$ cat src/rtl/fifo_defines_pkg.sv
// Shared defaults and pointer types for the generator sample FIFO.
// Error-flag ports are enabled in the top with `define GEN_FIFO_ERR_FLAGS_EN.
package fifo_defines_pkg;

    localparam int unsigned GEN_DATA_WIDTH = 16;
    localparam int unsigned GEN_FIFO_DEPTH = 8;
    localparam int unsigned GEN_PTR_BITS   = $clog2(GEN_FIFO_DEPTH);

    // One extra MSB over the address so full and empty are distinguishable.
    typedef logic [GEN_PTR_BITS:0] fifo_ptr_t;
    typedef logic [GEN_PTR_BITS:0] fifo_count_t;

endpackage

$ cat src/rtl/gen_fifo_ram.sv
// Dual-port register file: synchronous write, registered read.
// The array itself is never reset; only the read register is.
module gen_fifo_ram #(
    parameter int unsigned DATA_WIDTH = 16,
    parameter int unsigned ADDR_BITS  = 3
) (
    input  logic                  clk,
    input  logic                  rst,
    input  logic                  i_wr_en,
    input  logic [ADDR_BITS-1:0]  i_wr_addr,
    input  logic [DATA_WIDTH-1:0] i_wr_data,
    input  logic                  i_rd_en,
    input  logic [ADDR_BITS-1:0]  i_rd_addr,
    output logic [DATA_WIDTH-1:0] o_rd_data
);

    logic [DATA_WIDTH-1:0] r_mem [2**ADDR_BITS];
    logic [DATA_WIDTH-1:0] r_rd_data;

    always_ff @(posedge clk) begin
        if (i_wr_en) begin
            r_mem[i_wr_addr] <= i_wr_data;
        end
    end

    // Same-edge read of the slot being overwritten returns the old entry.
    always_ff @(posedge clk or posedge rst) begin
        if (rst) begin
            r_rd_data <= '0;
        end else if (i_rd_en) begin
            r_rd_data <= r_mem[i_rd_addr];
        end
    end

    assign o_rd_data = r_rd_data;

endmodule

$ cat src/rtl/gen_sample_fifo.sv
// Sample buffer between the function generator and its consumer.
// Optional sticky overflow/underflow flags: `define GEN_FIFO_ERR_FLAGS_EN.
module gen_sample_fifo
    import fifo_defines_pkg::*;
#(
    parameter int unsigned DATA_WIDTH = GEN_DATA_WIDTH,
    parameter int unsigned FIFO_DEPTH = GEN_FIFO_DEPTH,
    parameter int unsigned PTR_BITS   = $clog2(FIFO_DEPTH)
) (
    input  logic                  clk,
    input  logic                  rst,
    input  logic                  clrh_i,
    input  logic                  wr_en_i,
    input  logic [DATA_WIDTH-1:0] data_i,
    input  logic                  rd_en_i,
    output logic [DATA_WIDTH-1:0] data_o,
    output logic                  valid_o,
    output logic                  full_o,
    output logic                  empty_o,
    output logic [PTR_BITS:0]     count_o
`ifdef GEN_FIFO_ERR_FLAGS_EN
    ,
    output logic                  overflow_o,
    output logic                  underflow_o
`endif
);

    logic [PTR_BITS:0] r_wr_ptr;
    logic [PTR_BITS:0] r_rd_ptr;
    logic              r_valid;
    logic              w_empty;
    logic              w_full;
    logic              w_rd_acc;
    logic              w_wr_acc;

    assign w_empty = (r_wr_ptr == r_rd_ptr);
    assign w_full  = (r_wr_ptr[PTR_BITS] != r_rd_ptr[PTR_BITS]) &&
                     (r_wr_ptr[PTR_BITS-1:0] == r_rd_ptr[PTR_BITS-1:0]);

    // Flush overrides both requests; a full FIFO still accepts a write
    // when the same edge frees a slot.
    assign w_rd_acc = rd_en_i & ~w_empty & ~clrh_i;
    assign w_wr_acc = wr_en_i & (~w_full | w_rd_acc) & ~clrh_i;

    always_ff @(posedge clk or posedge rst) begin
        if (rst) begin
            r_wr_ptr <= '0;
            r_rd_ptr <= '0;
            r_valid  <= 1'b0;
        end else if (clrh_i) begin
            r_wr_ptr <= '0;
            r_rd_ptr <= '0;
            r_valid  <= 1'b0;
        end else begin
            if (w_wr_acc) begin
                r_wr_ptr <= r_wr_ptr + (PTR_BITS+1)'(1);
            end
            if (w_rd_acc) begin
                r_rd_ptr <= r_rd_ptr + (PTR_BITS+1)'(1);
            end
            r_valid <= w_rd_acc;
        end
    end

    gen_fifo_ram #(
        .DATA_WIDTH (DATA_WIDTH),
        .ADDR_BITS  (PTR_BITS)
    ) u_ram (
        .clk        (clk),
        .rst        (rst),
        .i_wr_en    (w_wr_acc),
        .i_wr_addr  (r_wr_ptr[PTR_BITS-1:0]),
        .i_wr_data  (data_i),
        .i_rd_en    (w_rd_acc),
        .i_rd_addr  (r_rd_ptr[PTR_BITS-1:0]),
        .o_rd_data  (data_o)
    );

    assign valid_o = r_valid;
    assign empty_o = w_empty;
    assign full_o  = w_full;
    assign count_o = r_wr_ptr - r_rd_ptr;

`ifdef GEN_FIFO_ERR_FLAGS_EN
    logic r_overflow;
    logic r_underflow;

    always_ff @(posedge clk or posedge rst) begin
        if (rst) begin
            r_overflow  <= 1'b0;
            r_underflow <= 1'b0;
        end else if (clrh_i) begin
            r_overflow  <= 1'b0;
            r_underflow <= 1'b0;
        end else begin
            if (wr_en_i & w_full & ~w_rd_acc) begin
                r_overflow <= 1'b1;
            end
            if (rd_en_i & w_empty) begin
                r_underflow <= 1'b1;
            end
        end
    end

    assign overflow_o  = r_overflow;
    assign underflow_o = r_underflow;
`endif

endmodule

$ cat config.mk
export PLATFORM = sky130hd
export DESIGN_NAME = gen_sample_fifo
export DESIGN_NICKNAME = d
export VERILOG_FILES = /design/src/rtl/fifo_defines_pkg.sv /design/src/rtl/gen_fifo_ram.sv /design/src/rtl/gen_sample_fifo.sv
export SDC_FILE = /design/constraint.sdc
export NUM_CORES = 1
export LEC_CHECK = 0
export BUFFER_PORTS_ARGS = -buffer_cell sky130_fd_sc_hd__buf_4
export CAP_MARGIN = 20
export CELL_PAD_IN_SITES_DETAIL_PLACEMENT = 1
export CELL_PAD_IN_SITES_GLOBAL_PLACEMENT = 1
export CORE_MARGIN = 8
export CORE_UTILIZATION = 45
export CTS_CLUSTER_DIAMETER = 120
export CTS_CLUSTER_SIZE = 20
export DETAILED_ROUTE_END_ITERATION = 10
export PLACE_DENSITY = 0.76
export SLEW_MARGIN = 20
export SYNTH_ARGS = -nofsm -noshare
export SYNTH_HDL_FRONTEND = slang
export SYNTH_SLANG_ARGS = --single-unit
$ cat constraint.sdc
create_clock -name clk -period 3.65 [get_ports clk]
set_input_delay 0.73 -clock clk [delete_from_list [all_inputs] [get_ports clk]]
set_output_delay 0.73 -clock clk [all_outputs]
set_load 0.05 [all_outputs]
Word-level counts from Yosys, hierarchy flattened
Memories as Yosys holds them, arrays and structs flattened. A register that Yosys moved wholly into a read port is not among the register bits.
Index checks and enable logic that the tools add are counted.

operators by class
  add/sub/neg operators = 3
  multiplexer cells = 7
  reductions and logical operators = 3
  bitwise logic cells = 8
  eq/ne operators = 3

operators with widths
  operator                                     count
  2-to-1 mux 4 bit                             4
  adder 4 x 1 -> 4 bit, second input constant  2
  bitwise AND 1 bit                            4
  == test 4 bit                                1
  nonzero test 2 bit                           2
  subtractor 4 bit                             1
  == test 3 bit                                1
  2-to-1 mux 1 bit                             3
  inverter 1 bit                               3
  logical AND 1 bit                            1
  != test 1 bit                                1
  bitwise OR 1 bit                             1

storage, ports and cells
  bits in registers = 9
  memory bits (writable) = 128
  word-level logic and storage cells = 28
  memories = 1

memory list
  memory       depth  bits a word  read ports  clocked after memory_dff  wr ports  RTL line            text
  u_ram.r_mem  8      16           1           1                         1         gen_fifo_ram.sv:17  logic [DATA_WIDTH-1:0] r_mem [2**ADDR_BITS];

Logic depth before layout (Yosys ltp)
Gate-level depths: netlist (run 1).

  depth in word-level cells = 9
  depth in mapped cells = 9
  gate-level depth less buffers = 6

Hierarchy
From an unflattened synthesis (run 1), not the netlist that was laid out.

second synthesis, totals
  cell total of the unflattened synthesis = 387
  area, all modules = 6268.5 um^2

by module, submodules not included
  module           times used  seq. area each (um^2)  cells each  area each (um^2)
  gen_fifo_ram     1           4244.1                 326         5662.9
  gen_sample_fifo  1           225.2                  61          605.6

Worst setup path before layout (run 1)
OpenSTA, ideal clock, no wires.

  path kind = register to register
  start = register r_rd_ptr[1]
  end = memory u_ram.r_mem[7][0] (enable)
  path slack = -0.169 ns
  library setup time = 0.436 ns
  clock period less this slack = 3.819 ns
  arrival time = 3.383 ns
  required time = 3.214 ns
  cell stages (with the launch flop) = 8
  path through = dfrtp_1 buf_2 buf_1 inv_1 ha_1 nand3_1 o31ai_4 nor4b_1

between the ends
  longest elaborated chain between the ends = 9

ends and longest elaborated chain
  item                                      RTL line               text
  start, declared                           gen_sample_fifo.sv:29  logic [PTR_BITS:0] r_rd_ptr;
  start signal, assigned                    gen_sample_fifo.sv:59  r_rd_ptr <= r_rd_ptr + (PTR_BITS+1)'(1);
  == test 4 bit                             gen_sample_fifo.sv:36  assign w_empty = (r_wr_ptr == r_rd_ptr);
  inverter 1 bit                            gen_sample_fifo.sv:42  assign w_rd_acc = rd_en_i & ~w_empty & ~clrh_i;
  bitwise AND 1 bit (2 in a row)            gen_sample_fifo.sv:42
  bitwise OR 1 bit *                        gen_sample_fifo.sv:43  assign w_wr_acc = wr_en_i & (~w_full | w_rd_acc) & ~clrh_i;
  bitwise AND 1 bit * (2 in a row)          gen_sample_fifo.sv:43
  2-to-1 mux 1 bit *                        gen_fifo_ram.sv:21     if (i_wr_en) begin
  2-to-1 mux 1 bit (implied by the code) *  gen_fifo_ram.sv:22     r_mem[i_wr_addr] <= i_wr_data;
  end, declared                             gen_fifo_ram.sv:17

Mark *: on every way between the ends. The rest lies on a longest branch, timed or not.

Worst setup path in the final report (run 1)
  start = register r_wr_ptr[0]
  end = memory u_ram.r_mem[2][15] (enable)

between the ends
  longest elaborated chain between the ends = 9

ends and longest elaborated chain
  item                                    RTL line               text
  start, declared                         gen_sample_fifo.sv:28  logic [PTR_BITS:0] r_wr_ptr;
  start signal, assigned                  gen_sample_fifo.sv:56  r_wr_ptr <= r_wr_ptr + (PTR_BITS+1)'(1);
  == test 4 bit                           gen_sample_fifo.sv:36
  inverter 1 bit                          gen_sample_fifo.sv:42
  bitwise AND 1 bit (2 in a row)          gen_sample_fifo.sv:42
  bitwise OR 1 bit                        gen_sample_fifo.sv:43
  bitwise AND 1 bit (2 in a row)          gen_sample_fifo.sv:43
  2-to-1 mux 1 bit                        gen_fifo_ram.sv:21
  2-to-1 mux 1 bit (implied by the code)  gen_fifo_ram.sv:22

Parallel ways exist; a longest one is shown, timed or not.

==> results of run 1 <==
## routing by layer
layer / vias up / GRT usage (%)
met5: - / 0
met4: 0 / 5.87
met3: 24 / 3.39
met2: 62 / 27.3
met1: 1602 / 17.5
li1: 1350 / -
## state kept, by name (all words and copies together), names as in the netlist
register and count:
u_ram.r_mem 128, u_ram.o_rd_data 16, r_rd_ptr 4, r_wr_ptr 4, valid_o 1
## cell families after synthesis
group | after synthesis | synth area share, %
mux | 51 | 15.2
compound gates | 28 | 3.02
simple gates | 42 | 3.02
xor+xnor | 7 | 1.15
flops | 153 | 74.4
buf+inv | 24 | 1.81
fa+ha+maj | 6 | 1.38
## final cells by class
type	count	area, um2	area share (%)
well taps	176	220	3.07
clock buffers	22	454	6.32
inverters	10	37.5	0.522
repair buffers	56	420	5.85
multi-input cells	134	1460	20.3
flip-flops and latches	153	4470	62.2
clock inverters	10	125	1.74
## cell usage in the layout, fill, tap and decap left out
master        n
nor3_2        3
mux2i_1      18
nand3_1       3
mux2_2        1
clkinv_1      2
o311ai_0      3
inv_2         1
ha_1          5
fa_1          1
a21o_1        1
or3_1         1
dfrtp_1      24
xor2_1        2
o31ai_4       1
clkinvlp_4    1
buf_4        56
clkbuf_1      4
dfrtp_2       1
o21ai_2       1
clkbuf_16    17
clkinv_2      4
xnor2_1       4
a21oi_1       2
edfxtp_1    128
nor2_1       12
nor2b_1       2
or4_1         1
o211ai_1      3
inv_1         9
clkbuf_8      1
nor4b_4       1
nand2_1      19
mux4_2       32
o21ai_0      17
xnor2_2       1
bufinv_16     3
## synthesized netlist by cell type
master    count
a21oi_1       2
xor2_1        2
clkbuf_2      1
fa_1          1
o21ai_0      17
mux2i_1      18
clkbuf_1      4
o31ai_4       1
or3_1         1
xnor2_1       4
nor2b_1       2
nor3_1        3
nand2_1      19
nand3_1       3
mux4_2       32
or4_1         1
inv_1        10
ha_1          5
o311ai_0      3
mux2_2        1
buf_1         1
a21o_1        1
buf_4         3
nor2_1       12
edfxtp_1    128
xnor2_2       1
buf_2         5
o21ai_2       1
nor4b_1       1
dfrtp_1      25
o211ai_1      3
## critical path, cell delays in order, from the launching register on
cell	delay, ps
dfrtp_1	490
inv_1	210
ha_1	370
nand3_1	350
o311ai_0	170
buf_4	190
nor2_1	730
buf_4	320
## power breakdown
part / switching (W) / internal, W
registers: 0.0000637 / 0.00202
clock network: 0.000641 / 0.00108
logic: 0.000752 / 0.000392
total: 0.00146 / 0.00349
## final timing paths
path	endpoint	startpoint	slack [ps]
worst max-delay path	u_ram.r_mem[2][15]	r_wr_ptr[0]	520
worst max register to register	u_ram.r_mem[2][15]	r_wr_ptr[0]	520
min in group clk	u_ram.o_rd_data[7]	u_ram.o_rd_data[7]	480
worst min-delay path	u_ram.o_rd_data[3]	rst	400
worst min register to register	u_ram.o_rd_data[7]	u_ram.o_rd_data[7]	480
max in group asynchronous	r_rd_ptr[0]	rst	2810
## per-stage QoR
step / total power (W) / cell area (um2) / worst slack (ps)
2_1_floorplan: 0.00293 / 6010 / 332
3_3_place_gp: 0.00324 / 6610 / 760
3_5_place_dp: 0.00327 / 6610 / 628
4_1_cts: 0.00500 / 7180 / 540
5_1_grt: 0.00513 / 7180 / 400
6_report: 0.00495 / 7180 / 523
==> impl_metrics.json, run 1 <==
{
  "gp_congestion": 0.840,
  "die-width_um": 132,
  "initialDrtViolationCount": 209,
  "synth_fp_nets": 338,
  "clock-root-buffer": "clkbuf_16",
  "cap_violations": 0,
  "die_h_um": 132,
  "synth_area_leaders": "edfxtp_1, mux4_2, dfrtp_1, mux2i_1, o21ai_0",
  "finalHoldViolations": 0,
  "ir_worst_vdd_uv": 344,
  "endpoint_kind": "register",
  "hold_class": "input port to async pin",
  "synth-seq-area-share_pct": 74.4,
  "highest_layer": "met4",
  "setup.worst_path.class": "register to register",
  "worstPathArrival_ps": 3240,
  "ctsResizeCount": 0,
  "slew_violations": 0,
  "grt_pass1_vias": 3441,
  "dp.cells": 529,
  "slew_headroom_pct": 27.8,
  "synthCells": 311,
  "via_per_inst": 5.42,
  "outcome": "finished clean",
  "fin_util_pct": 54.7,
  "start_util_pct": 45.7,
  "dp_hpwl_um": 7720,
  "cts_buffer_depth": 2,
  "core_um2": 13100,
  "yosys_warnings": 0,
  "vias": 3038,
  "setup.worst_path.start_class": "register",
  "synthToLayoutAreaGrowth_pct": 19.6,
  "grt_pass1_wl_um": 19900,
  "die_area_um2": 17300,
  "wl_um": 12700,
  "wl_met2_um": 6730,
  "layout.nets": 399,
  "yosys.area.top_type": "edfxtp_1",
  "tritoncts.num_buffers": 17,
  "fillCellCount": 1192,
  "period_minus_slack_ps": 3130,
  "post_drt_wl_per_cell_um": 22.6,
  "crit_fanout": 9,
  "critical_path_required_ps": 3770,
  "clk_latency_ps": 410,
  "ys_seq_elements": 153,
  "fin_cells": 561,
  "finClkSkew_ps": 5.80,
  "grt_antenna_before_repair": 0,
  "tns_ps": 0,
  "wl_met3_um": 449,
  "setup_viol": 0,
  "grt-ovfl-total": 0,
  "ios": 44,
  "rr_worst_depth": 7,
  "synth_top_area_share_pct": 64.0,
  "rsz0062_at_grt": "false",
  "drc": 0,
  "drive_above_1_share_pct": 32.2,
  "wl_met1_um": 5230,
  "antenna_cells": 0,
  "grt_use_total_pct": 15.3,
  "clk_pin_slew_ps": 60,
  "grt_max_degree": 37,
  "htreeDepth": 4,
  "postRouteAntennaNets": 0,
  "whs_ps": 400,
  "dr.pass1.iters": 4,
  "max_freq_mhz": 320,
  "leakagePower_nw": 2.51,
  "cts_tree": "done",
  "cts_setup_buffers": 0,
  "postCtsHoldBufs": 0,
  "min_period_over_period_pct": 85.7,
  "ys_types": 31,
  "tightest_slew_ps": 1070,
  "portBuffers": 43,
  "power_per_cell_area_nw_per_um2": 689,
  "rows": 42,
  "syn_area_um2": 6000,
  "syn_area_per_cell_um2": 19.3,
  "numClockSinks": 153
}
Power figures use the tool's default switching activity.
==> run 2: changes to the inputs <==
- clock period: 3.65 -> 2.8 ns (I/O delays scaled with it)
==> run 2 against run 1 <==
  * Register-to-register slack got worse by 430 ps
  * Sequential cell count is the same
  * Critical path depth unchanged
  * Clock power grew 32%
  * Sequential share of layout area decreased by 0.76 points
  * Die area did not move
  * Combinational power up 34%
  * Worst hold slack lost 140 ps
  * Largest cell class unchanged
==> impl_metrics.json, run 2 (synthesis gave the netlist of run 1 again) <==
{
  "outcome": "finished clean",
  "seqPwrFrac_pct": 41.7,
  "tritoncts.num_buffers": 17,
  "layout.nets": 408,
  "start_util_pct": 45.7,
  "ios": 44,
  "netSwitchingPower_w": 0.00197,
  "numClockSinks": 153,
  "max_freq_mhz": 369,
  "cts_tree": "done",
  "grt_max_degree": 37,
  "grt_use_total_pct": 16.4,
  "die_h_um": 132,
  "cp_common_cell": "buf_4",
  "rsz0062_at_grt": "false",
  "rows": 42,
  "grt_pass1_wl_um": 21000,
  "cap_violations": 0,
  "grt_antenna_before_repair": 0,
  "max_stage_delay_ps": 610,
  "critPathSlowestCell": "nor2_1",
  "leakagePower_nw": 2.56,
  "setup.worst_path.class": "register to register",
  "max_flop_register": "u_ram.r_mem",
  "synthToLayoutAreaGrowth_pct": 21.1,
  "grt-ovfl-total": 0,
  "crit_path_cell_trace": "inv_1 -> ha_1 -> nand3_1 -> o311ai_0 -> buf_4 -> nor2_1 -> buf_4",
  "fillCellCount": 1194,
  "ir_worst_vdd_uv": 539,
  "finClkSkew_ps": 5.88,
  "grt_pass1_vias": 3462,
  "power_per_cell_area_nw_per_um2": 895,
  "dp_hpwl_um": 8390,
  "largest_register_ffs": 128,
  "final_common_cell": "edfxtp_1",
  "initialDrtViolationCount": 171,
  "period_minus_slack_ps": 2710,
  "path_buf_inv": 3,
  "tightest_slew_ps": 804,
  "die_area_um2": 17300,
  "p_comb_share_pct": 23.4,
  "crit_fanout": 10,
  "antenna_cells": 0,
  "hold_class": "input port to async pin",
  "p_int_w": 0.00454,
  "slew_headroom_pct": 46.2,
  "dp_slack_ps": 85.5,
  "dr.pass1.iters": 4,
  "core_um2": 13100,
  "wl_um": 13500,
  "stdcell_area_um2": 7270,
  "drive_above_1_share_pct": 34.0,
  "clk_latency_ps": 420,
  "fin_ws_ps": 90.8,
  "whs_ps": 263,
  "crit_family": "simple AND/OR/NAND/NOR gates",
  "setup.worst_path.start_class": "register",
  "final_cell_mix": "edfxtp_1, buf_4, mux4_2, dfrtp_1, nand2_1",
  "finalHoldViolations": 0,
  "slew_violations": 0,
  "placed_area_um2": 6680,
  "switching_share_pct": 30.2,
  "gp_congestion": 0.740,
  "critical_path_required_ps": 2910,
  "worstPathArrival_ps": 2820,
  "postRouteAntennaNets": 0,
  "drc": 0,
  "endpoint_kind": "register",
  "via_per_inst": 5.49,
  "htreeDepth": 4,
  "portBuffers": 43,
  "clock-root-buffer": "clkbuf_16",
  "die-width_um": 132,
  "post_drt_wl_per_cell_um": 23.7,
  "p_clk_share_pct": 34.9,
  "clk_pin_slew_ps": 60,
  "vias": 3129,
  "cts_buffer_depth": 2,
  "min_period_over_period_pct": 96.8,
  "setup_viol": 0,
  "tns_ps": 0
}
==> run 2: cell types whose count changed in the layout (fill, tap and decap cells not counted), moves of 2 or more <==
cell | before | now
buf_4 | 56 | 65
clkbuf_1 | 4 | 1
clkinv_1 | 2 | 5
clkinv_2 | 4 | 1
clkinv_4 | 0 | 2
==> run 2: worst paths after layout <==
check	cells past startpoint	start	slack, ps	endpoint
hold reg to reg	2	u_ram.o_rd_data[5]	480	u_ram.o_rd_data[5]
min in group clk	1	data_i[2]	380	u_ram.r_mem[0][2]
max in group asynchronous	3	rst	1890	u_ram.o_rd_data[10]
setup reg to reg	7	r_wr_ptr[0]	90	u_ram.r_mem[5][3]
hold / removal	2	rst	260	r_rd_ptr[3]
setup / recovery	7	r_wr_ptr[0]	90	u_ram.r_mem[5][3]
==> run 2: metal layers <==
metal	routed length, um	vias to the layer above	track usage, %
met4	180	0	5.74
met3	498	13	4.57
met2	7030	72	27.0
li1	-	1374	-
met1	5810	1670	20.4
met5	0	-	0
==> run 2: per-stage QoR <==
stage          total power, W  std cells  util, %
2_1_floorplan         0.00382        311        -
5_1_grt               0.00675        570     55.4
3_5_place_dp          0.00429        538     50.8
4_1_cts               0.00658        570     55.3
6_report              0.00651        570     55.4
3_3_place_gp          0.00426        538     50.8
==> run 2: layout make-up <==
type,count,area (um2),area share [%]
clock inverters,14,155,2.13
repair buffers,65,488,6.71
multi-input cells,134,1470,20.2
well taps,176,220,3.03
inverters,10,37.5,0.516
flip-flops and latches,153,4470,61.5
clock buffers,18,429,5.90
==> run 2: repair_timing <==
action                     in CTS  in global routing
hold endpoints to repair        0                  0
resized for setup               0                  2
setup endpoints to repair       0                 40
buffers inserted                0                  0
hold buffers                    0                  0
==> run 2: power by group through the flow <==
stage | Clock (W) | Combinational, W | Sequential (W)
4_1_cts | 0.00230 | 0.00156 | 0.00272
3_3_place_gp | 0 | 0.00151 | 0.00274
5_1_grt | 0.00239 | 0.00163 | 0.00273
6_report | 0.00227 | 0.00153 | 0.00271
2_1_floorplan | 0 | 0.000649 | 0.00317
3_5_place_dp | 0 | 0.00153 | 0.00276
==> run 3: changes to the inputs <==
- CELL_PAD_IN_SITES_DETAIL_PLACEMENT: 1 -> 0
- CELL_PAD_IN_SITES_GLOBAL_PLACEMENT: 1 -> 2
- CORE_UTILIZATION: 45 -> 41
- PLACE_DENSITY: 0.76 -> 0.77
==> run 3 against run 2 <==
  * Global-route usage down 2.7 points
  * Sequential share of layout area up 0.22 points
  * Combinational power down 3%
  * Clock skew rose by 3.1 ps
  * Core utilization is 5.1 points lower
  * Sequential power about the same
  * Critical path depth unchanged
  * Worst hold slack lost 27 ps
  * Final cell count grew 0.70%
  * Wire length is 14% lower
  * Critical endpoint is now count_o[3]
  * Largest cell class unchanged
  * Largest power group unchanged
==> impl_metrics.json, run 3 (synthesis gave the netlist of run 1 again) <==
{
  "setup_viol": 0,
  "core_um2": 14400,
  "finalHoldViolations": 0,
  "synthToLayoutAreaGrowth_pct": 20.7,
  "setup.worst_path.start_class": "register",
  "r2r_end": "u_ram.r_mem[1][11]",
  "post_drt_wl_per_cell_um": 20.2,
  "setup.worst_path.class": "register to output pin",
  "numClockSinks": 153,
  "max_freq_mhz": 378,
  "netSwitchingPower_w": 0.00189,
  "initialDrtViolationCount": 189,
  "grt-ovfl-total": 0,
  "cp_common_cell": "inv_1",
  "power_per_cell_area_nw_per_um2": 888,
  "portBuffers": 43,
  "grt_max_degree": 37,
  "rsz0062_at_grt": "false",
  "tritoncts.num_buffers": 17,
  "period_minus_slack_ps": 2650,
  "tightest_slew_ps": 807,
  "max_flop_register": "u_ram.r_mem",
  "reg2reg_slack_ps": 340,
  "grt_antenna_before_repair": 0,
  "seqPwrFrac_pct": 42.1,
  "final_cell_mix": "edfxtp_1, buf_4, mux4_2, dfrtp_1, nand2_1",
  "slew_violations": 0,
  "drive_above_1_share_pct": 33.6,
  "grt_use_total_pct": 13.7,
  "drc": 0,
  "rows": 44,
  "postRouteAntennaNets": 0,
  "die_area_um2": 18800,
  "antenna_cells": 0,
  "cts_tree": "done",
  "dp_hpwl_um": 7220,
  "rr_worst_depth": 6,
  "start_util_pct": 41.6,
  "via_per_inst": 5.26,
  "hold_class": "input port to async pin",
  "largest_register_ffs": 128,
  "clk_latency_ps": 410,
  "slew_headroom_pct": 45.4,
  "p_clk_share_pct": 34.9,
  "ctsResizeCount": 0,
  "die_h_um": 137,
  "cts_setup_buffers": 0,
  "vias": 3019,
  "ir_worst_vdd_uv": 576,
  "final_common_cell": "edfxtp_1",
  "grt_pass1_wl_um": 18700,
  "die-width_um": 137,
  "dr.pass1.iters": 4,
  "placed_area_um2": 6660,
  "critPathSlowestCell": "dfrtp_1",
  "clk_pin_slew_ps": 60,
  "crit_fanout": 6,
  "stdcell_area_um2": 7250,
  "clock-root-buffer": "clkbuf_16",
  "min_period_over_period_pct": 94.5,
  "finClkSkew_ps": 8.96,
  "p_comb_share_pct": 23.1,
  "critical_path_required_ps": 2240,
  "fillCellCount": 1211,
  "htreeDepth": 4,
  "postCtsHoldBufs": 0,
  "cap_violations": 0,
  "p_int_w": 0.00455,
  "crit_path_cell_trace": "inv_1 -> ha_1 -> inv_1 -> a21o_1 -> a21oi_1 -> xnor2_1 -> buf_4",
  "endpoint_kind": "output pin",
  "fin_util_pct": 50.2,
  "grt_pass1_vias": 3255,
  "cts_buffer_depth": 2,
  "outcome": "finished clean",
  "ios": 44,
  "wl_um": 11600,
  "totalPowerFinal_w": 0.00644,
  "layout.nets": 404,
  "gp_congestion": 0.731,
  "switching_share_pct": 29.4,
  "leakagePower_nw": 2.55,
  "r2r-start": "r_wr_ptr[0]",
  "max_stage_delay_ps": 450,
  "worstPathArrival_ps": 2090
}
[run 3: cell count changes in the layout (fill, tap and decap cells not counted)]
cell	previous run	this run
nor2_1	11	12
inv_6	1	0
o311ai_2	1	0
o311ai_1	0	1
clkinv_1	5	1
clkinv_4	2	3
clkbuf_1	1	2
clkinv_2	1	4
nor2_2	1	0
buf_4	65	61
[run 3: metal layers]
metal | global-route usage, % | vias up | share of wire, %
met5 | 0 | - | 0
met3 | 3.85 | 13 | 5.4
met2 | 21.6 | 74 | 49
met4 | 5.07 | 0 | 1.4
li1 | - | 1367 | -
met1 | 17.8 | 1565 | 44
[run 3: worst max path at each step]
stage,start,to,slack [ps]
floorplan,r_rd_ptr[1],u_ram.r_mem[1][0],-80
global placement,r_wr_ptr[0],u_ram.r_mem[2][12],410
detailed placement,r_wr_ptr[0],u_ram.r_mem[2][12],350
CTS,r_wr_ptr[0],count_o[3],110
global route,r_wr_ptr[0],count_o[3],20
finish,r_wr_ptr[0],count_o[3],150
[run 3: critical path: cells and delay by family (launching register included)]
| kind | cells | cell delay (ps) |
|---|---|---|
| xor+xnor | 1 | 140 |
| compound gates | 2 | 340 |
| buf+inv | 3 | 520 |
| flops | 1 | 450 |
| fa+ha+maj | 1 | 240 |
[run 3: through the flow]
| stage | setup WS [ps] | setup TNS [ps] | instances | hold slack (ps) |
|---|---|---|---|---|
| 2_1_floorplan | -76.1 | -4990 | 311 | 582 |
| 3_3_place_gp | 414 | 0 | 542 | 464 |
| 3_5_place_dp | 348 | 0 | 542 | 472 |
| 4_1_cts | 111 | 0 | 574 | 231 |
| 5_1_grt | 17.4 | 0 | 574 | 259 |
| 6_report | 154 | 0 | 574 | 235 |
[run 3: layout make-up]
class / count / area (um2) / share of cell area (%)
flip-flops and latches: 153 / 4470 / 61.7
multi-input cells: 134 / 1460 / 20.2
inverters: 10 / 37.5 / 0.518
clock inverters: 13 / 155 / 2.14
repair buffers: 61 / 458 / 6.32
well taps: 184 / 230 / 3.18
clock buffers: 19 / 433 / 5.97
[run 3: power by group through the flow]
stage	logic, W	clock network (W)	registers (W)
2_1_floorplan	0.000649	0	0.00317
3_3_place_gp	0.00150	0	0.00275
3_5_place_dp	0.00152	0	0.00275
4_1_cts	0.00152	0.00230	0.00271
5_1_grt	0.00159	0.00240	0.00273
6_report	0.00149	0.00224	0.00271
